### src/rtl/mastermind_pkg.sv
// Shared definitions for the Mastermind game: state encoding, winner codes,
// default code geometry and small score helpers.
package mastermind_pkg;

  localparam int unsigned SYM_W_DEF    = 3;
  localparam int unsigned CODE_LEN_DEF = 4;

  localparam logic [2:0] ST_IDLE  = 3'd0;
  localparam logic [2:0] ST_MAKE  = 3'd1;
  localparam logic [2:0] ST_ARM   = 3'd2;
  localparam logic [2:0] ST_BREAK = 3'd3;
  localparam logic [2:0] ST_SCORE = 3'd4;
  localparam logic [2:0] ST_SWAP  = 3'd5;
  localparam logic [2:0] ST_DONE  = 3'd6;

  localparam logic [1:0] WIN_NONE = 2'b00;
  localparam logic [1:0] WIN_A    = 2'b01;
  localparam logic [1:0] WIN_B    = 2'b10;
  localparam logic [1:0] WIN_TIE  = 2'b11;

  // 2-bit score increment that sticks at 3 instead of wrapping.
  function automatic logic [1:0] sat_inc(input logic [1:0] s);
    return (s == 2'd3) ? s : s + 2'd1;
  endfunction

  function automatic logic [1:0] pick_winner(input logic [1:0] a, input logic [1:0] b);
    if (a > b) return WIN_A;
    if (b > a) return WIN_B;
    return WIN_TIE;
  endfunction

endpackage

### src/rtl/code_shift_reg.sv
// Secret-code shift register: symbols enter at the LSB end so the first
// symbol entered ends up in the MSBs; counts symbols loaded so far.
module code_shift_reg
  import mastermind_pkg::*;
#(
  parameter int unsigned SYM_W    = SYM_W_DEF,
  parameter int unsigned CODE_LEN = CODE_LEN_DEF,
  localparam int unsigned CODE_W  = SYM_W * CODE_LEN,
  localparam int unsigned CNT_W   = $clog2(CODE_LEN + 1)
) (
  input  logic              clk,
  input  logic              reset,
  input  logic              clear,
  input  logic              load,
  input  logic [SYM_W-1:0]  sym,
  output logic [CODE_W-1:0] code,
  output logic [CNT_W-1:0]  cnt,
  output logic              full
);

  logic [CODE_W-1:0] code_q;
  logic [CNT_W-1:0]  cnt_q;

  always_ff @(posedge clk or posedge reset) begin
    if (reset) begin
      code_q <= '0;
      cnt_q  <= '0;
    end else if (clear) begin
      code_q <= '0;
      cnt_q  <= '0;
    end else if (load && !full) begin
      code_q <= {code_q[CODE_W-SYM_W-1:0], sym};
      cnt_q  <= cnt_q + CNT_W'(1);
    end
  end

  assign code = code_q;
  assign cnt  = cnt_q;
  assign full = (cnt_q == CNT_W'(CODE_LEN));

endmodule

### src/rtl/game_round_controller.sv
// Round sequencer for the Mastermind game: collects the maker's code, launches
// the codebreaker, scores the verdict, swaps roles and detects game end.
module game_round_controller
  import mastermind_pkg::*;
#(
  parameter int unsigned SYM_W      = SYM_W_DEF,
  parameter int unsigned CODE_LEN   = CODE_LEN_DEF,
  parameter int unsigned MAX_ROUNDS = 4,
  parameter int unsigned WIN_POINTS = 3,
  localparam int unsigned CODE_W    = SYM_W * CODE_LEN,
  localparam int unsigned RND_W     = $clog2(MAX_ROUNDS + 1)
) (
  input  logic              clk,
  input  logic              reset,
  input  logic              start,
  input  logic              first_maker_b,
  input  logic              enterA,
  input  logic              enterB,
  input  logic [SYM_W-1:0]  SW,
  input  logic              break_done,
  input  logic              breaker_won,
  output logic [CODE_W-1:0] maker_code,
  output logic              code_valid,
  output logic              break_start,
  output logic              maker_is_a,
  output logic [1:0]        scoreA,
  output logic [1:0]        scoreB,
  output logic [RND_W-1:0]  round,
  output logic              game_over,
  output logic [1:0]        winner
);

  localparam int unsigned CNT_W = $clog2(CODE_LEN + 1);

  logic [2:0]       state_q, state_d;
  logic             maker_a_q;
  logic             won_q;
  logic [1:0]       score_a_q, score_b_q;
  logic [RND_W-1:0] round_q;

  logic             maker_enter, sr_load, sr_clear, sr_full;
  logic [CNT_W-1:0] sr_cnt;
  logic             a_gains;
  logic [1:0]       new_a, new_b;
  logic [RND_W-1:0] new_round;
  logic             game_end;

  // Only the current maker's enter button feeds the code register.
  assign maker_enter = maker_a_q ? enterA : enterB;
  assign sr_load     = (state_q == ST_MAKE) && maker_enter;
  assign sr_clear    = ((state_q == ST_IDLE) && start) || (state_q == ST_SWAP);

  code_shift_reg #(
    .SYM_W    (SYM_W),
    .CODE_LEN (CODE_LEN)
  ) u_shift (
    .clk   (clk),
    .reset (reset),
    .clear (sr_clear),
    .load  (sr_load),
    .sym   (SW),
    .code  (maker_code),
    .cnt   (sr_cnt),
    .full  (sr_full)
  );

  // A scores when A broke the code, or when A was maker and the breaker failed.
  always_comb begin
    a_gains   = won_q ? ~maker_a_q : maker_a_q;
    new_a     = a_gains ? sat_inc(score_a_q) : score_a_q;
    new_b     = a_gains ? score_b_q : sat_inc(score_b_q);
    new_round = round_q + RND_W'(1);
    game_end  = (new_round == RND_W'(MAX_ROUNDS)) ||
                (new_a == 2'(WIN_POINTS)) || (new_b == 2'(WIN_POINTS));
  end

  always_comb begin
    state_d = state_q;
    unique case (state_q)
      ST_IDLE:  if (start) state_d = ST_MAKE;
      ST_MAKE:  if (sr_load && !sr_full && (sr_cnt == CNT_W'(CODE_LEN - 1))) state_d = ST_ARM;
      ST_ARM:   state_d = ST_BREAK;
      ST_BREAK: if (break_done) state_d = ST_SCORE;
      ST_SCORE: state_d = game_end ? ST_DONE : ST_SWAP;
      ST_SWAP:  state_d = ST_MAKE;
      ST_DONE:  if (start) state_d = ST_IDLE;
      default:  state_d = ST_IDLE;
    endcase
  end

  always_ff @(posedge clk or posedge reset) begin
    if (reset) state_q <= ST_IDLE;
    else       state_q <= state_d;
  end

  always_ff @(posedge clk or posedge reset) begin
    if (reset) begin
      maker_a_q <= 1'b0;
      won_q     <= 1'b0;
      score_a_q <= '0;
      score_b_q <= '0;
      round_q   <= '0;
    end else begin
      unique case (state_q)
        ST_IDLE: begin
          if (start) begin
            maker_a_q <= ~first_maker_b;
            score_a_q <= '0;
            score_b_q <= '0;
            round_q   <= '0;
          end
        end
        ST_BREAK: if (break_done) won_q <= breaker_won;
        ST_SCORE: begin
          score_a_q <= new_a;
          score_b_q <= new_b;
          round_q   <= new_round;
        end
        ST_SWAP: maker_a_q <= ~maker_a_q;
        default: ;
      endcase
    end
  end

  assign code_valid  = (state_q == ST_ARM) || (state_q == ST_BREAK);
  assign break_start = (state_q == ST_ARM);
  assign maker_is_a  = maker_a_q;
  assign scoreA      = score_a_q;
  assign scoreB      = score_b_q;
  assign round       = round_q;
  assign game_over   = (state_q == ST_DONE);
  assign winner      = (state_q == ST_DONE) ? pick_winner(score_a_q, score_b_q) : WIN_NONE;

endmodule

### config.mk
export PLATFORM = sky130hd
export DESIGN_NAME = game_round_controller
export DESIGN_NICKNAME = d
export VERILOG_FILES = /design/src/rtl/mastermind_pkg.sv /design/src/rtl/code_shift_reg.sv /design/src/rtl/game_round_controller.sv
export SDC_FILE = /design/constraint.sdc
export NUM_CORES = 1
export LEC_CHECK = 0
export BUFFER_PORTS_ARGS = -buffer_cell sky130_fd_sc_hd__buf_2
export CAP_MARGIN = 25
export CORE_MARGIN = 2
export CORE_UTILIZATION = 40
export DETAILED_ROUTE_END_ITERATION = 16
export GPL_ROUTABILITY_DRIVEN = 0
export HOLD_SLACK_MARGIN = 0.15
export PLACE_DENSITY = 0.76
export SLEW_MARGIN = 40
export SYNTH_ARGS = -nofsm -noshare
export SYNTH_HDL_FRONTEND = slang
export SYNTH_HIERARCHICAL = 1
export SYNTH_SLANG_ARGS = --single-unit
### constraint.sdc
create_clock -name clk -period 1.9 [get_ports clk]
set_clock_uncertainty 0.1 [all_clocks]
set_input_delay 0.57 -clock clk [delete_from_list [all_inputs] [get_ports clk]]
set_output_delay 0.57 -clock clk [all_outputs]
set_load 0.01 [all_outputs]
==> metrics.md, run 1 <==
| Metric | Value |
|---|---|
| Post-synth top area share | 43.27% |
| Arr. time, crit path | 1.32 ns |
| Core area | between 0.003 and 0.004 mm2 |
| Fin crit period | 1.991 ns |
| CTS Sinks | 27 |
| Clk_lat worst skew | 0.27 ns |
| Commonest cells after routing, fill and taps aside | 35 x buf_2, 25 x dfrtp_1, 21 x buf_4, 18 x nand2b_1, 15 x mux2i_1 |
| Die X | between 60 and 70 um |
| Top achievable clock speed | 0.5021 GHz |
| Worst path slowest cell | dfrtp_1 |
| Net Sw Frac | 39.95% |
| CP Launch Point | scoreA[1] |
| IO Pins | 36 |
| Avg Vias per Cell | between 4 and 5 |
| Maximum VDD drop | between 0.5 and 0.6 mV |
| H-tree levels | 1 |
| Worst Path Required | about 1.2 ns |
| Clock tree buffer depth | 2 |
| Root cell of the clock tree | clkbuf_8 |
| Post-DP HPWL | 2443 um |
| Status | finished with violations |
| Post-route DRC | 0 |
| Power per standard cell area | 1460 mW/mm2 |
| FF/Latch Area | about 680 um2 |
| Post-Syn Nets | 174 |
| Fin nets | between 200 and 250 |
| Tot GR Track Use | 15.98% |
| CP Max Fanout | 2 |
| Rows | 22 |
| DR WL/cell | approximately 13 um |
| Full die area | 0.004420 mm2 |
| Async SR Flop Fraction | 100.0% |
| Pre-antenna DRT Iters | 4 |
| Drt first-iter violations | 49 |
| Footprint of the multi-input gates | 842.1 um2 |
| Final Hold Violating Endpoints | 0 |
| # diodes | 0 |
| Worst reg2reg setup slack | ~0.080 ns |
| Fraction of layout cells with a size suffix above 1 | about two fifths |
| Grt ovf | 0 |
| Layout Utilization | 53.80% |
| Sequential fraction of the synthesis area | 43.27% |
| Internal power | approximately 0.0018 W |
| Initial Util | 42.02% |
| CTS buffer count | 3 |
| Routed Antenna Nets | 0 |
| Post-Syn Area per Cell | 9.946 um2 |
| Max-cap violation count | 0 |
| Power share of the clock group | 11.5% |
| Yosys warning count | 6 |
| RSZ-0062 raised after global routing | true |
| Min setup slack post-route | -0.09146 ns |
| Final wirelength | 3244 um |
| Final Max Tran Viols | 0 |
| # port buffers | 35 |
| Number of synthesized register bits | 27 |
| Vias in the first global route | between 1,000 and 1,500 |
| Post-Synthesis Cells | 157 |
| Synth top area cells | dfrtp_1 43%, mux2i_1 9.6%, nand2b_1 7.2% |
| Fillers | 344 |
| EDFF count, synth | 0 |
| Worst Setup Path Type | reg2out |
| Lkg Pwr | between 1 and 1.5 nW |
| Worst path max stage delay | about 0.40 ns |
| TNS Setup | -0.1054 ns |
| Failing checks | setup timing |
| Top FF cell, synth | dfrtp_1 |
| CTS tree | done |
| Element type at the critical path end | output pin |
| Slew margin rel. | 63.00% |
| Via count | 1,256 |
| Worst-margin pin slew | between 0.5 and 0.6 ns |
| Clock-pin slew on the worst setup and hold paths | 0.10 ns |
| Synth cell types | 43 |
| Pin count of the biggest net entering global routing | 17 |
| Crit-path cells | inv_2 -> ha_4 -> a21oi_4 -> a21oi_1 -> nor2_1 -> buf_2 |
| Flop pwr share | roughly 33% |
| Commonest non-fill, non-tap cell in the layout | buf_2 |
| HP Class | in2async |
| CP Capture Point | winner[0] |
| Critical path launch point type | flop |
| Sw power | around 0.0012 W |
| Area leader, netlist | dfrtp_1 |
| First-pass GRT wire length | 5457 um |
| Post-synthesis cell area | 0.001561 mm2 |
| Period utilization | 104.8% |
| Logic pwr share | a little under three fifths |
| R2r startpoint | state_q[2] |
| Die height | 66.48 um |
| Reg2Reg Depth | 5 |
| Initial antenna violation count | 0 |
| Reg2reg end | u_shift/code[3] |
| Endpoints failing setup | 2 |
| Layout Area Growth over Synthesis | 28.04% |
[flip-flops by register name, summed over array words and instances (netlist names)]
signal,cells
maker_is_a,1
round,3
scoreA,2
scoreB,2
state_q,3
u_shift/cnt,3
u_shift/code,12
won_q,1
[worst max-delay path: cells and delay by family, from the launching register on]
family,cells,cell delay (ns)
AOI/OAI and AO/OA,2,0.16
DFF,1,0.40
and+or+nand+nor,1,0.07
buffers and inverters,2,0.20
adders and majority gates,1,0.21
[metrics by stage]
| stage | worst slack (ns) | power [W] | hold WS, ns | cell area (um2) | instances |
|---|---|---|---|---|---|
| after floorplan | 0.04105 | 0.002024 | 0.3347 | 1568 | 157 |
| after global placement | 0.01104 | 0.002472 | 0.3956 | 1899 | 252 |
| after detailed placement | -0.05202 | 0.002517 | 0.4249 | 1899 | 252 |
| after CTS | -0.1264 | 0.002877 | 0.2236 | 1967 | 256 |
| after global routing | -0.1778 | 0.003164 | 0.2443 | 1999 | 258 |
| final | -0.09146 | 0.002919 | 0.2042 | 1999 | 258 |
[cells by family after synthesis]
logic type,after synthesis,synth area share [%]
AND/OR/NAND/NOR,61,22.36
buffers and inverters,17,5.368
multiplexers,18,12.02
AO/OA/AOI/OAI,26,11.06
flip-flops,27,43.27
XOR/XNOR,2,1.122
adder cells (fa/ha/maj),6,4.808
[cell usage after synthesis, types with 2 or more instances]
cell,n
nand2b_1,18
ha_1,6
and2_1,2
nor2b_1,3
mux2i_1,15
nor2_1,16
dfrtp_1,27
nand2_1,9
a211oi_1,2
a31oi_1,2
a21oi_1,7
clkbuf_1,3
inv_1,9
buf_6,2
mux2_1,2
o21ai_1,3
o21ai_0,2
nor3_1,3
o22ai_1,2
[power by group through the flow]
stage	combinational [W]	sequential [W]	clock (W)
2_1_floorplan	0.000969	0.00106	0
3_3_place_gp	0.00150	0.000973	0
3_5_place_dp	0.00153	0.000983	0
4_1_cts	0.00156	0.000976	0.000342
5_1_grt	0.00179	0.000992	0.000381
6_report	0.00163	0.000957	0.000335
[area by class of cell]
class	count	share of cell area [%]
multi-input cells	113	42.12
flip-flops and latches	27	33.92
repair buffers	56	16.65
well taps	48	3.004
clock buffers	3	2.065
inverters	10	1.877
clock inverters	1	0.3755
[metal layers]
layer	vias to the layer above	GRT usage, %	wire, um
li1	641	-	-
met2	27	25.00	1482
met3	2	1.689	124
met5	-	0	0
met4	0	6.122	27
met1	586	22.74	1609
[repair_timing]
action	4_1_cts	5_1_grt
endpoints found under the setup margin	3	8
hold endpoints to repair	0	0
cloned	0	0
pin swaps	1	1
buffers inserted	0	2
hold buffers	0	0
gates resized for setup	5	6
[worst min path at each step]
| stage | slack (ns) | to | cells after the start | startpoint |
|---|---|---|---|---|
| finish | 0.20 | round[0] | 2 | reset |
| global route | 0.24 | maker_is_a | 2 | reset |
| CTS | 0.22 | maker_is_a | 2 | reset |
| detailed placement | 0.42 | won_q | 1 | won_q |
| global placement | 0.40 | won_q | 1 | won_q |
| floorplan | 0.33 | maker_is_a | 1 | reset |
Note: power is estimated with default switching activity, not from simulation.
==> run 2, diff against run 1 <==
--- a/config.mk
+++ b/config.mk
@@ -5,6 +5,7 @@
 export SDC_FILE = /design/constraint.sdc
 export NUM_CORES = 1
 export LEC_CHECK = 0
+export ABC_AREA = 1
 export BUFFER_PORTS_ARGS = -buffer_cell sky130_fd_sc_hd__buf_2
 export CAP_MARGIN = 25
 export CORE_MARGIN = 2
==> run 2 against run 1 <==
- the flow still finishes with violations (setup timing)
- sequential power up 2%
- register-to-register slack gained 0.12 ns
- design area is 5.9% lower
- via count increased by 8.7%
- combinational power fell by 6%
- count of clock-buffer cells in the layout is the same
- routed wire length is 2.2% lower
- die area decreased by 3.5%
- clock power shrank 1%
- utilization fell by 2.0 points
- critical path type unchanged
- largest cell class unchanged
- largest power group unchanged
==> metrics.md, run 2 <==
| Metric | Value |
|---|---|
| Sequential fraction of the synthesis area | 44.96% |
| R2r startpoint | state_q[0] |
| Arr. time, crit path | roughly 1.4 ns |
| CP Launch Point | scoreB[1] |
| CTS tree | done |
| Synth cell types | 24 |
| Status | finished with violations |
| Commonest non-fill, non-tap cell in the layout | nand2_1 |
| Worst path slowest cell | dfrtp_1 |
| Logic pwr share | 54.1% |
| CTS Sinks | 27 |
| Initial Util | roughly 41% |
| Post-DP HPWL | 2300 um |
| Post-synth top area share | 44.96% |
| Finished Layout Cells | 287 |
| Buf/Inv on CP | 3 |
| Post-Syn Area per Cell | 7.786 um2 |
| Crit-path cells | ha_4 -> inv_2 -> o21bai_1 -> nand2_1 -> inv_1 -> buf_6 |
| Core area | 0.003633 mm2 |
| Max-cap violation count | 0 |
| Lkg Pwr | roughly 1.1 nW |
| Reg2reg end | u_shift/code[8] |
| Fin crit period | between 2 and 2.5 ns |
| Sw power | roughly 0.0013 W |
| Top-count cell post-synth | nand2_1 |
| Critical path launch point type | flop |
| Final wirelength | roughly 3200 um |
| Final Max Tran Viols | 0 |
| Number of synthesized register bits | 27 |
| Pin count of the biggest net entering global routing | 21 |
| Root cell of the clock tree | clkbuf_8 |
| Period utilization | 108.8% |
| Grt ovf | 0 |
| Post-Syn Nets | 210 |
| Worst path max stage delay | roughly 0.42 ns |
| Die X | about 65 um |
| CTS Hold Bufs | 0 |
| Async SR Flop Fraction | 100.0% |
| Power per standard cell area | 1511 mW/mm2 |
| Internal power | roughly 0.0015 W |
| Avg Vias per Cell | 4.756 |
| Area leader, netlist | dfrtp_1 |
| Delay-heaviest family, CP | flip-flops |
| Vias in the first global route | 1,266 |
| # port buffers | 35 |
| Worst Path Required | 1.23 ns |
| Commonest cells after routing, fill and taps aside | 59 x nand2_1, 33 x buf_2, 25 x nand3_1, 25 x dfrtp_1, 23 x inv_1 |
| Clock-pin slew on the worst setup and hold paths | roughly 0.090 ns |
| EDFF count, synth | 0 |
| Number of flip-flops under the largest register name | 12 |
| Clk_lat worst skew | ~0.27 ns |
| CTS buffer count | 3 |
| Initial antenna violation count | 0 |
| Top cells by count, synth | 59 x nand2_1, 27 x dfrtp_1, 26 x inv_1 |
| Post-Synthesis Cells | about 190 |
| Post-route DRC | 0 |
| Tot GR Track Use | 16.43% |
| Drt first-iter violations | 131 |
| RSZ-0062 raised after global routing | true |
| CP Max Fanout | 2 |
| Net Sw Frac | between 40% and 50% |
| Worst-margin pin slew | 0.5643 ns |
| DR WL/cell | 11.06 um |
| Element type at the critical path end | output pin |
| Flop pwr share | 34.3% |
| Final Hold Violating Endpoints | 0 |
| Min setup slack post-route | -0.1669 ns |
| Die height | 65.29 um |
| Slew margin rel. | 62.34% |
| Reg2Reg Depth | 9 |
| Fin nets | 257 |
| Via count | 1,365 |
| Fraction of layout cells with a size suffix above 1 | ~28% |
| Maximum VDD drop | 0.5149 mV |
| Full die area | 0.004263 mm2 |
| Power share of the clock group | 11.6% |
| Worst Setup Path Type | reg2out |
| Clock tree buffer depth | 2 |
| # diodes | 0 |
| IO Pins | 36 |
| Worst reg2reg setup slack | 0.20 ns |
| Dpl cells | between 200 and 300 |
| Routed Antenna Nets | 0 |
| First-pass GRT wire length | 5485 um |
| Failing checks | setup timing |
| Synth top area cells | dfrtp_1 45%, nand2_1 15%, nand3_1 8.3% |
| Yosys warning count | 6 |
| Top FF cell, synth | dfrtp_1 |
| Top achievable clock speed | 0.4838 GHz |
| Rows | 22 |
| TNS Setup | -0.3255 ns |
| Pre-antenna DRT Iters | 4 |
| HP Class | in2async |
| Layout Area Growth over Synthesis | 25.15% |
| Endpoints failing setup | 2 |
| Post-synthesis cell area | 0.001503 mm2 |
| H-tree levels | 1 |
## run 2: layout make-up
cell class / instances / area, um2
Tap cell: 48 / 60.06
Fill cell: 357 / 1753
Timing Repair Buffer: 46 / 277.8
Clock inverter: 1 / 7.507
Clock buffer: 3 / 41.29
Inverter: 28 / 105.1
Multi-Input combinational cell: 134 / 710.7
Sequential cell: 27 / 678.2
## run 2: timing repair
item	in CTS	in global routing
buffers inserted	4	2
pin swaps	4	5
gates resized for setup	8	5
endpoints found under the setup margin	3	4
## run 2: power by group through the flow
| stage | Combinational, W | Clock [W] | Sequential (W) |
|---|---|---|---|
| floorplan | 0.000947 | 0 | 0.00105 |
| global placement | 0.00136 | 0 | 0.000996 |
| detailed placement | 0.00139 | 0 | 0.00100 |
| CTS | 0.00147 | 0.000348 | 0.000983 |
| global route | 0.00175 | 0.000371 | 0.00101 |
| finish | 0.00154 | 0.000330 | 0.000975 |
## run 2: layer usage
metal | vias up | track usage, % | wire length, um
met1 | 623 | 21.26 | 1450
met3 | 7 | 1.712 | 97
met5 | - | 0 | 0
met4 | 0 | 7.292 | 73
li1 | 710 | - | -
met2 | 25 | 27.81 | 1552
## run 2: stage by stage
stage	hold slack, ns	utilization [%]	total power (W)	cell area, um2	worst slack (ns)
6_report	0.1976	51.76	0.002842	1881	-0.1669
5_1_grt	0.2502	51.76	0.003135	1881	-0.2656
4_1_cts	0.2133	50.83	0.002805	1847	-0.1879
3_5_place_dp	0.3778	48.00	0.002391	1744	0.05988
3_3_place_gp	0.3776	48.00	0.002359	1744	0.1320
2_1_floorplan	0.3347	-	0.001998	1503	0.02947
## run 2: logic make-up (layout without fill, tap and decap cells)
family	after synthesis	after routing	share of synthesized area [%]
simple gates	104	104	31.56
buf+inv	32	78	9.075
flops	27	27	44.96
compound gates	23	23	8.743
fa+ha+maj	6	6	4.996
mux	1	1	0.6661
## run 2: how the worst max path moves through the flow
| stage | to | slack (ns) | cells past startpoint |
|---|---|---|---|
| floorplan | winner[0] | 0.03 | 5 |
| global placement | winner[0] | 0.13 | 6 |
| detailed placement | winner[0] | 0.06 | 6 |
| CTS | winner[1] | -0.19 | 7 |
| global route | winner[1] | -0.27 | 7 |
| finish | winner[1] | -0.17 | 6 |
